$ cat src/rtl/aes_add_round_key_stage_if.sv
// Valid/ready stream carrying one AES state plus its round index.
// The producer side uses the master modport and the consumer side uses the slave modport.
interface aes_add_round_key_stage_if #(
    parameter int DATA_W  = 128,
    parameter int ROUND_W = 4
);
    logic               valid;
    logic               ready;
    logic [DATA_W-1:0]  data;
    logic [ROUND_W-1:0] round;

    modport master (
        output valid,
        output data,
        output round,
        input  ready
    );

    modport slave (
        input  valid,
        input  data,
        input  round,
        output ready
    );
endinterface

$ cat src/rtl/aes_add_round_key_stage.sv
// AES-128 AddRoundKey stage with a serially loaded round-key store.
//
// Expanded key words w[0..4*(NR+1)-1] are written one per key_wr_en pulse.
// key_load_start rewinds the write pointer. Each accepted state is XORed with
// round key {w[4r], w[4r+1], w[4r+2], w[4r+3]}, where r = in_round. The result
// is held in a valid/ready output register.
//
// A state whose round index is out of range passes through unmodified. It also
// sets the sticky round_err flag.
//
// Optional feature: define AES_ARK_SKID_EN to add a one-entry skid register.
// With it, in_ready is a flop and does not depend combinationally on out_ready.
module aes_add_round_key_stage #(
    parameter int NR = 10
) (
    input  logic                             clk,
    input  logic                             rst,
    input  logic                             key_load_start,
    input  logic                             key_wr_en,
    input  logic [31:0]                      key_wr_data,
    output logic                             keys_valid,
    aes_add_round_key_stage_if.slave         in_if,
    aes_add_round_key_stage_if.master        out_if,
    output logic                             round_err
);

    localparam int              KEY_WORDS  = 4 * (NR + 1);
    localparam int              WP_W       = $clog2(KEY_WORDS + 1);
    localparam logic [WP_W-1:0] WP_FULL    = WP_W'(KEY_WORDS);
    localparam logic [3:0]      LAST_ROUND = 4'(NR);

    // ------------------------------------------------------------------
    // Key store and fill tracking
    // ------------------------------------------------------------------
    logic [31:0]     store_q [KEY_WORDS];
    logic [WP_W-1:0] wp_q, wp_d;
    logic [WP_W-1:0] wp_base;
    logic            keys_valid_q, keys_valid_d;
    logic            key_we;

    // Write pointer and fill flag. A load-start pulse rewinds the pointer before any same-cycle write.
    // NOTE: every combinational output gets a default first, so no path leaves it unassigned and no latch is inferred.
    always_comb begin
        wp_base      = key_load_start ? '0 : wp_q;
        wp_d         = wp_base;
        keys_valid_d = key_load_start ? 1'b0 : keys_valid_q;
        key_we       = 1'b0;
        if (key_wr_en && (wp_base < WP_FULL)) begin
            key_we = 1'b1;
            wp_d   = wp_base + WP_W'(1);
            if (wp_base == (WP_FULL - WP_W'(1))) begin
                keys_valid_d = 1'b1;
            end
        end
    end

    // Key word storage. A full store ignores further writes until the next load-start.
    // NOTE: the key store has no reset; after any reset it is reloaded before keys_valid allows use.
    always_ff @(posedge clk) begin
        if (key_we) begin
            store_q[wp_base] <= key_wr_data;
        end
    end

    // ------------------------------------------------------------------
    // Round-key selection and XOR
    // ------------------------------------------------------------------
    logic [WP_W-1:0] rk_base;
    logic [127:0]    round_key;
    logic [127:0]    keyed_data;
    logic            round_bad;
    logic            accept;

    assign rk_base    = WP_W'({in_if.round, 2'b00});
    assign round_bad  = (in_if.round > LAST_ROUND);
    assign keyed_data = in_if.data ^ round_key;
    assign accept     = in_if.valid & in_if.ready;

    // Round key selection. An out-of-range round contributes an all-zero key.
    always_comb begin
        round_key = '0;
        if (!round_bad) begin
            round_key = {store_q[rk_base],
                         store_q[rk_base + WP_W'(1)],
                         store_q[rk_base + WP_W'(2)],
                         store_q[rk_base + WP_W'(3)]};
        end
    end

    // ------------------------------------------------------------------
    // Output register and sticky error
    // ------------------------------------------------------------------
    logic         out_valid_q, out_valid_d;
    logic [127:0] out_data_q,  out_data_d;
    logic [3:0]   out_round_q, out_round_d;
    logic         round_err_q, round_err_d;

    // Sticky error: set by any accepted state whose round index is out of range.
    always_comb begin
        round_err_d = round_err_q | (accept & round_bad);
    end

`ifdef AES_ARK_SKID_EN
    // ------------------------------------------------------------------
    // Skid variant: registered in_ready, one spare entry behind the output
    // ------------------------------------------------------------------
    logic         skid_full_q,  skid_full_d;
    logic [127:0] skid_data_q,  skid_data_d;
    logic [3:0]   skid_round_q, skid_round_d;
    logic         in_ready_q,   in_ready_d;
    logic         out_free;

    assign in_if.ready = in_ready_q;
    assign out_free    = ~out_valid_q | out_if.ready;

    // Output and skid next state. The skid entry always drains before new input, which keeps order.
    always_comb begin
        out_valid_d  = out_valid_q;
        out_data_d   = out_data_q;
        out_round_d  = out_round_q;
        skid_full_d  = skid_full_q;
        skid_data_d  = skid_data_q;
        skid_round_d = skid_round_q;
        if (out_free) begin
            if (skid_full_q) begin
                out_valid_d = 1'b1;
                out_data_d  = skid_data_q;
                out_round_d = skid_round_q;
                if (accept) begin
                    skid_data_d  = keyed_data;
                    skid_round_d = in_if.round;
                end else begin
                    skid_full_d = 1'b0;
                end
            end else if (accept) begin
                out_valid_d = 1'b1;
                out_data_d  = keyed_data;
                out_round_d = in_if.round;
            end else begin
                out_valid_d = 1'b0;
            end
        end else if (accept) begin
            skid_full_d  = 1'b1;
            skid_data_d  = keyed_data;
            skid_round_d = in_if.round;
        end
        in_ready_d = keys_valid_d & ~skid_full_d;
    end

    // Skid register and registered ready.
    always_ff @(posedge clk) begin
        if (rst) begin
            skid_full_q  <= 1'b0;
            skid_data_q  <= '0;
            skid_round_q <= '0;
            in_ready_q   <= 1'b0;
        end else begin
            skid_full_q  <= skid_full_d;
            skid_data_q  <= skid_data_d;
            skid_round_q <= skid_round_d;
            in_ready_q   <= in_ready_d;
        end
    end
`else
    // ------------------------------------------------------------------
    // Plain variant: in_ready looks through to out_ready combinationally
    // ------------------------------------------------------------------
    assign in_if.ready = keys_valid_q & (~out_valid_q | out_if.ready);

    // Output next state: load on accept, otherwise release once downstream takes the held state.
    always_comb begin
        out_valid_d = out_valid_q;
        out_data_d  = out_data_q;
        out_round_d = out_round_q;
        if (accept) begin
            out_valid_d = 1'b1;
            out_data_d  = keyed_data;
            out_round_d = in_if.round;
        end else if (out_if.ready) begin
            out_valid_d = 1'b0;
        end
    end
`endif

    // State registers for key fill, output stage and error flag.
    // NOTE: sequential state uses non-blocking assignments so every flop samples pre-edge values.
    always_ff @(posedge clk) begin
        if (rst) begin
            wp_q         <= '0;
            keys_valid_q <= 1'b0;
            out_valid_q  <= 1'b0;
            out_data_q   <= '0;
            out_round_q  <= '0;
            round_err_q  <= 1'b0;
        end else begin
            wp_q         <= wp_d;
            keys_valid_q <= keys_valid_d;
            out_valid_q  <= out_valid_d;
            out_data_q   <= out_data_d;
            out_round_q  <= out_round_d;
            round_err_q  <= round_err_d;
        end
    end

    assign keys_valid   = keys_valid_q;
    assign round_err    = round_err_q;
    assign out_if.valid = out_valid_q;
    assign out_if.data  = out_data_q;
    assign out_if.round = out_round_q;

endmodule

$ cat src/flat_wrapper.sv
// flat-port wrapper written by rule: the top's interface ports become plain ports
module aes_add_round_key_stage_flat 
#(
    parameter int NR = 10
)
  (clk, rst, key_load_start, key_wr_en, key_wr_data, keys_valid, round_err, in_if_valid, in_if_data, in_if_round, in_if_ready, out_if_valid, out_if_data, out_if_round, out_if_ready);
  aes_add_round_key_stage_if in_if_i ();
  aes_add_round_key_stage_if out_if_i ();
  input  logic clk;
  input  logic rst;
  input  logic key_load_start;
  input  logic key_wr_en;
  input  logic [31:0] key_wr_data;
  output logic keys_valid;
  output logic round_err;
  input wire logic [$bits(in_if_i.valid)-1:0] in_if_valid;
  input wire logic [$bits(in_if_i.data)-1:0] in_if_data;
  input wire logic [$bits(in_if_i.round)-1:0] in_if_round;
  output wire logic [$bits(in_if_i.ready)-1:0] in_if_ready;
  output wire logic [$bits(out_if_i.valid)-1:0] out_if_valid;
  output wire logic [$bits(out_if_i.data)-1:0] out_if_data;
  output wire logic [$bits(out_if_i.round)-1:0] out_if_round;
  input wire logic [$bits(out_if_i.ready)-1:0] out_if_ready;
  assign in_if_i.valid = in_if_valid;
  assign in_if_i.data = in_if_data;
  assign in_if_i.round = in_if_round;
  assign in_if_ready = in_if_i.ready;
  assign out_if_valid = out_if_i.valid;
  assign out_if_data = out_if_i.data;
  assign out_if_round = out_if_i.round;
  assign out_if_i.ready = out_if_ready;
  aes_add_round_key_stage #(.NR(NR)) u_core (.clk(clk), .rst(rst), .key_load_start(key_load_start), .key_wr_en(key_wr_en), .key_wr_data(key_wr_data), .keys_valid(keys_valid), .in_if(in_if_i), .out_if(out_if_i), .round_err(round_err));
endmodule
$ cat config.mk
export PLATFORM = sky130hd
export DESIGN_NAME = aes_add_round_key_stage_flat
export DESIGN_NICKNAME = d
export VERILOG_FILES = /design/src/rtl/aes_add_round_key_stage_if.sv /design/src/rtl/aes_add_round_key_stage.sv /design/src/flat_wrapper.sv
export SDC_FILE = /design/constraint.sdc
export NUM_CORES = 2
export LEC_CHECK = 0
export CAP_MARGIN = 40
export CORE_MARGIN = 5
export CORE_UTILIZATION = 50
export CTS_CLUSTER_DIAMETER = 60
export CTS_CLUSTER_SIZE = 8
export DETAILED_ROUTE_END_ITERATION = 12
export GPL_TIMING_DRIVEN = 0
export HOLD_SLACK_MARGIN = 0.02
export PLACE_DENSITY = 0.68
export SYNTH_ARGS = -nofsm -noshare
export SYNTH_HDL_FRONTEND = slang
export SYNTH_SLANG_ARGS = --single-unit
$ cat constraint.sdc
create_clock -name clk -period 5.65 [get_ports clk]
set_input_delay 0.565 -clock clk [delete_from_list [all_inputs] [get_ports clk]]
set_output_delay 0.565 -clock clk [all_outputs]
set_load 0.05 [all_outputs]
**Yosys cells after proc, flatten, opt, wreduce, memory -nomap -nowiden**

Memory sizes are Yosys's and may differ from the RTL's.
Cells that the tools add are included.

- Memory bits (writable): 1408
- Register bits after elaboration: 141
- Memories kept: 1
- Bits of input ports: 170

Memory list:

| name | words | bits a word | rd ports | clocked after Yosys merged registers in | write ports | RTL line | RTL |
|---|---|---|---|---|---|---|---|
| u_core.store_q | 44 | 32 | 4 | 0 | 1 | aes_add_round_key_stage.sv:35 | `logic [31:0] store_q [KEY_WORDS];` |

- Multiplexer cells: 11
- Bitwise gates (word level): 7
- $lt $le $gt $ge: 2
- Reduce and logical (&&, ||, !) cells: 2
- Add/sub/neg operators: 4
- Equal/unequal tests: 1

Operators with widths:

| kind | count |
|---|---|
| 128-bit 2-to-1 mux | 1 |
| 128-bit bitwise XOR | 1 |
| 6-bit by 1-bit adder with 6-bit output (second input constant) | 2 |
| 6-bit by 2-bit adder with 6-bit output (second input constant) | 2 |
| 6-bit 2-to-1 mux | 2 |
| 1-bit 2-to-1 mux | 8 |
| 6-bit equality test (second input constant) | 1 |
| 6-bit < comparator (second input constant) | 1 |
| 4-bit greater-than comparator (second input constant) | 1 |
| 1-bit bitwise AND | 3 |
| 1-bit bitwise OR | 2 |
| 2-bit nonzero test | 1 |
| 1-bit logical AND | 1 |
| 1-bit NOT | 1 |

**Longest topological paths before layout**

- Depth after elaboration: 6
- Mapped depth: 8
- Gate-level depth less buffers: 7

**Worst setup path before layout**

OpenSTA, ideal clock, no wires.

- Kind: input-to-reg
- From: input key_load_start
- To: memory u_core.store_q[31][0] (enable)
- Stages: 3
- Arrival: 4.190 ns
- Setup time: 0.502 ns
- Path slack: 0.958 ns
- Path through: and3b_1 -> nand4_1 -> nor4_1

- Longest elaborated chain between the ends: 6

RTL lines:

| what | RTL line | RTL |
|---|---|---|
| from (decl) | flat_wrapper.sv:11 | `input logic key_load_start;` |
| 6-bit 2-to-1 mux * | aes_add_round_key_stage.sv:44 | `wp_base = key_load_start ? '0 : wp_q;` |
| 6-bit < comparator | aes_add_round_key_stage.sv:48 | `if (key_wr_en && (wp_base < WP_FULL)) begin` |
| 1-bit logical AND | aes_add_round_key_stage.sv:48 |  |
| 1-bit 2-to-1 mux | aes_add_round_key_stage.sv:48 |  |
| 1-bit 2-to-1 mux | aes_add_round_key_stage.sv:60 | `if (key_we) begin` |
| 1-bit 2-to-1 mux (not written as such) | aes_add_round_key_stage.sv:61 | `store_q[wp_base] <= key_wr_data;` |
| to (decl) | aes_add_round_key_stage.sv:35 |  |

Every way passes the cells marked *; elsewhere a longest branch is shown, timed or not.

**Worst setup path after layout**

- From: register u_core.keys_valid_q (netlist: u_core.keys_valid)
- To: register u_core.out_data_q[96] (netlist: u_core.out_if.data[96])

- Longest elaborated chain between the ends: 2

RTL lines:

| what | RTL line | RTL |
|---|---|---|
| from (decl) | aes_add_round_key_stage.sv:38 | `logic keys_valid_q, keys_valid_d;` |
| from (signal assigned) | aes_add_round_key_stage.sv:197 | `keys_valid_q <= keys_valid_d;` |
| 1-bit bitwise AND | aes_add_round_key_stage.sv:168 | `assign in_if.ready = keys_valid_q & (~out_valid_q \| out_if.ready);` |
| 1-bit bitwise AND | aes_add_round_key_stage.sv:77 | `assign accept = in_if.valid & in_if.ready;` |
| to (signal assigned) | aes_add_round_key_stage.sv:199 | `out_data_q <= out_data_d;` |
| to (decl) | aes_add_round_key_stage.sv:94 | `logic [127:0] out_data_q, out_data_d;` |

No other way between the ends.
A chain may end at the register's enable or synchronous reset.

==> impl_results.rst <==
.. list-table::
   :header-rows: 1

   * - Metric
     - Value
   * - Initial DRT Pass Iterations
     - 8
   * - Most used flip-flop cell after synthesis
     - edfxtp_1
   * - Placed instance area
     - 69100 sq um
   * - P_leak
     - 0.0241 uW
   * - Area of the placeable core
     - 123000 sq um
   * - Final HPWL from detailed placement
     - 126000 um
   * - Count of final max-slew check failures
     - 0
   * - Type of the worst setup path
     - reg2reg
   * - Synthesis-to-layout area growth
     - 21.7%
   * - Status
     - finished, final reports clean
   * - Reg power frac
     - 48.6%
   * - Number of levels in the clock H-tree
     - 4
   * - Number of filler cells placed in the layout
     - 8866
   * - Netlist cell types
     - 47
   * - Minimum period implied by the final worst setup slack
     - 3.41 ns
   * - Post-Syn Area per Cell
     - 17.8 sq um
   * - Number of synthesized flops with an enable pin
     - 1408
   * - Sink Count
     - 1549
   * - Reg area
     - 45100 sq um
   * - Total nets after synthesis
     - 3659
   * - Count of instances resized after the clock tree is built
     - 0
   * - Reg-to-reg startpoint
     - u_core.keys_valid
   * - Die Span Y
     - 362 um
   * - Global-route wire length before repair
     - 264000 um
   * - Post-placement cell count
     - 5518
   * - Maximum achievable frequency
     - 293 MHz
   * - Antenna violations before repair
     - 28
   * - Share of cells above drive strength 1
     - 22.4%
   * - Switching Fraction
     - 21.6%
   * - Cell chosen for the clock root
     - clkbuf_16
   * - Non-Filler Instances
     - 5938
   * - Clock tree skew after final layout
     - 0.0329 ns
   * - Clock insertion delay at the later pin of the skew report
     - 0.79 ns
   * - Setup violators final
     - 0
   * - Start point of the worst min-delay path
     - key_wr_data[10]
   * - Top-level I/O count
     - 306
   * - Sequential share of the synthesized area
     - 72.8%
   * - Vias/cell
     - 6.48
   * - Switching Power
     - 5580 uW
   * - Clock Path Buffers
     - 3
   * - Count of nets after finishing
     - 4268
   * - Mean routed wirelength per cell
     - 31.3 um
   * - Worst setup EP type
     - flop
   * - FF-to-FF path depth
     - 9
   * - Top fanout value on the critical path
     - 10
   * - Inserted Clock Buffers
     - 212
   * - Wire length reported by the detailed router
     - 186000 um
   * - Proportion of synthesized flip-flops having asynchronous set or reset
     - 0%
   * - RSZ-0062 raised after global routing
     - false
   * - Crit path required time
     - 6.38 ns
   * - Final Hold Violating Endpoints
     - 0
   * - Post-route clock period utilization
     - 60.3%
   * - GRT Overall Usage
     - 27.8%
   * - Pwr Density
     - 342 nW/um^2
   * - Path type of the worst min-delay path
     - in2reg
   * - Worst slack, placed
     - 1.70 ns
   * - Total of flip-flops plus latches after synthesis
     - 1549
   * - Overflow after GRT
     - 0
   * - R2R Path End
     - u_core.out_if.data[96]
   * - Relative contribution of the clock network to total power
     - 46.2%
   * - Mapped Cells
     - 3488
   * - Die outline area
     - 131000 sq um
   * - Critical Path Source Type
     - flop
   * - R2R Setup Slk
     - 2.24 ns
   * - Count of maximum capacitance violations
     - 0
   * - Peak supply drop
     - 0.318 mV
   * - Routability congestion estimate
     - 0.846
   * - Number of global-route vias before repair
     - 38226
   * - Gate power share
     - 5.2%
   * - Post-Route Hold Slack
     - 0.0907 ns
   * - Arrival time at the worst endpoint
     - 4.14 ns
   * - Relative slew slack
     - 36.0%
   * - Commonest non-fill, non-tap cell in the layout
     - edfxtp_1
   * - Yosys warnings
     - 0
   * - Clock tree from TritonCTS
     - done
   * - Total via count after detailed routing
     - 38503
   * - Highest-count cells in the layout ignoring fill and taps
     - edfxtp_1, mux2_2, clkbuf_1, clkdlybuf4s50_1, clkbuf_16
   * - Clock slew seen by the registers of the worst setup and hold paths
     - 0.05 ns
   * - Int Pwr
     - 20200 uW
   * - Antenna-violating nets left
     - 0
   * - Die boundary width
     - 362 um
   * - Crit path setup slack, layout
     - 2.24 ns
   * - Initial core utilization
     - 50.2%
   * - Largest net degree at the start of global routing
     - 45
   * - IO Port Bufs
     - 302
   * - Count of routing violations after the opening detailed-route iteration
     - 4941
   * - Post-synth design cell area
     - 62000 sq um
   * - DRC violation count after routing
     - 0
   * - Slew at the pin closest to its max-slew limit
     - 0.960 ns
   * - Cell area after layout
     - 75400 sq um
   * - Area used by multi-input combinational logic
     - 16000 sq um
   * - Number of core rows
     - 129
   * - Total negative setup slack
     - 0 ns
   * - Hold Path End
     - u_core.store_q[31][10]
   * - Cell count of the worst hold path
     - 1
   * - Critical Path Start
     - u_core.keys_valid
-- cell type report --
cell class              instances  area share (%)
flip-flops and latches       1549            59.8
plain buffers                 256            1.57
clock buffers                 389            8.11
repair buffers                395            6.31
well taps                    1637            2.72
diodes                         19          0.0630
multi-input cells            1677            21.2
inverters                       6          0.0299
clock inverters                10           0.204
-- Yosys cell counts, types with 2 or more instances --
cell | count | share of area, %
a21oi_1 | 5 | 0.040
mux4_2 | 128 | 4.7
buf_2 | 64 | 0.52
or4_1 | 25 | 0.30
a2111o_1 | 104 | 1.9
buf_6 | 5 | 0.091
xnor2_1 | 3 | 0.042
buf_1 | 10 | 0.061
a221o_1 | 24 | 0.39
inv_1 | 5 | 0.030
a221oi_1 | 106 | 1.5
or3_1 | 25 | 0.25
o211ai_1 | 2 | 0.024
mux2i_1 | 52 | 0.84
clkbuf_1 | 160 | 0.97
nand2_1 | 134 | 0.81
nor2b_1 | 28 | 0.28
nor4bb_1 | 102 | 1.6
nor2_1 | 60 | 0.36
edfxtp_1 | 1408 | 68
a32oi_1 | 105 | 1.5
a211oi_1 | 102 | 1.2
nand4b_1 | 2 | 0.028
nand3_1 | 108 | 0.87
buf_4 | 14 | 0.17
nand2b_1 | 27 | 0.27
nor3_1 | 3 | 0.024
and2_1 | 5 | 0.050
buf_8 | 2 | 0.048
mux2_2 | 336 | 6.1
nand4_1 | 131 | 1.3
dfxtp_1 | 141 | 4.6
o2111ai_1 | 48 | 0.68
-- metrics by stage --
step	total power (uW)	util [%]
5_1_grt	26500	61.1
3_3_place_gp	14000	54.3
2_1_floorplan	13300	-
3_5_place_dp	14100	55.9
6_report	25800	61.1
4_1_cts	25800	61.0
-- sequential cells by signal, indices dropped and copies added, names as in the netlist --
name / cells
u_core.round_err: 1
u_core.out_if.data: 128
u_core.store_q: 1408
u_core.out_if.round: 4
u_core.out_if.valid: 1
u_core.wp_q: 6
u_core.keys_valid: 1
-- worst max path at each step --
stage                                        end  slack [ns]  depth (start not counted)
after CTS                 u_core.out_if.data[96]        2.30                          9
after global routing      u_core.out_if.data[94]        2.16                          9
after global placement    u_core.store_q[31][20]       -3.15                          4
after floorplan            u_core.store_q[31][0]        0.96                          3
after detailed placement  u_core.out_if.data[96]        1.70                         10
final                     u_core.out_if.data[96]        2.24                          9
-- cells by family after synthesis --
group	share of synthesized area [%]
AOI/OAI and AO/OA	7.29
muxes	11.6
DFF	72.8
xor gates and xnor gates	0.0566
and+or+nand+nor	6.31
buffers and inverters	1.92
adders and majority gates	0.0202
-- power groups by stage --
stage	clock, uW	combinational (uW)	sequential (uW)
6_report	11900	1340	12500
5_1_grt	12600	1390	12500
4_1_cts	12000	1320	12500
3_5_place_dp	0	1310	12800
3_3_place_gp	0	1240	12800
2_1_floorplan	0	582	12800
-- routing by layer --
layer	routed length, um	share of wire (%)	global-route usage, %	vias to the layer above
met4	5920	3.2	9.67	10
met3	20800	11	7.04	341
met5	69	0.037	0	-
met1	73400	39	38.6	19812
met2	85900	46	43.3	2325
li1	-	-	-	16015
-- worst max-delay path, stage by stage (launching register included) --
cell      delay, ns
dfxtp_1        0.61
and2_1         0.26
and3_1         0.17
clkbuf_1       0.39
buf_8          0.22
clkbuf_2       0.47
buf_16         0.23
clkbuf_1       0.57
a32oi_1        0.23
nand3_1        0.14
-- timing repair --
| action | 4_1_cts | 5_1_grt |
|---|---|---|
| hold buffers | 1 | 0 |
| hold endpoints to repair | 1 | 0 |
| buffers inserted | 0 | 0 |
No activity file was read; power rests on OpenSTA's default activity.
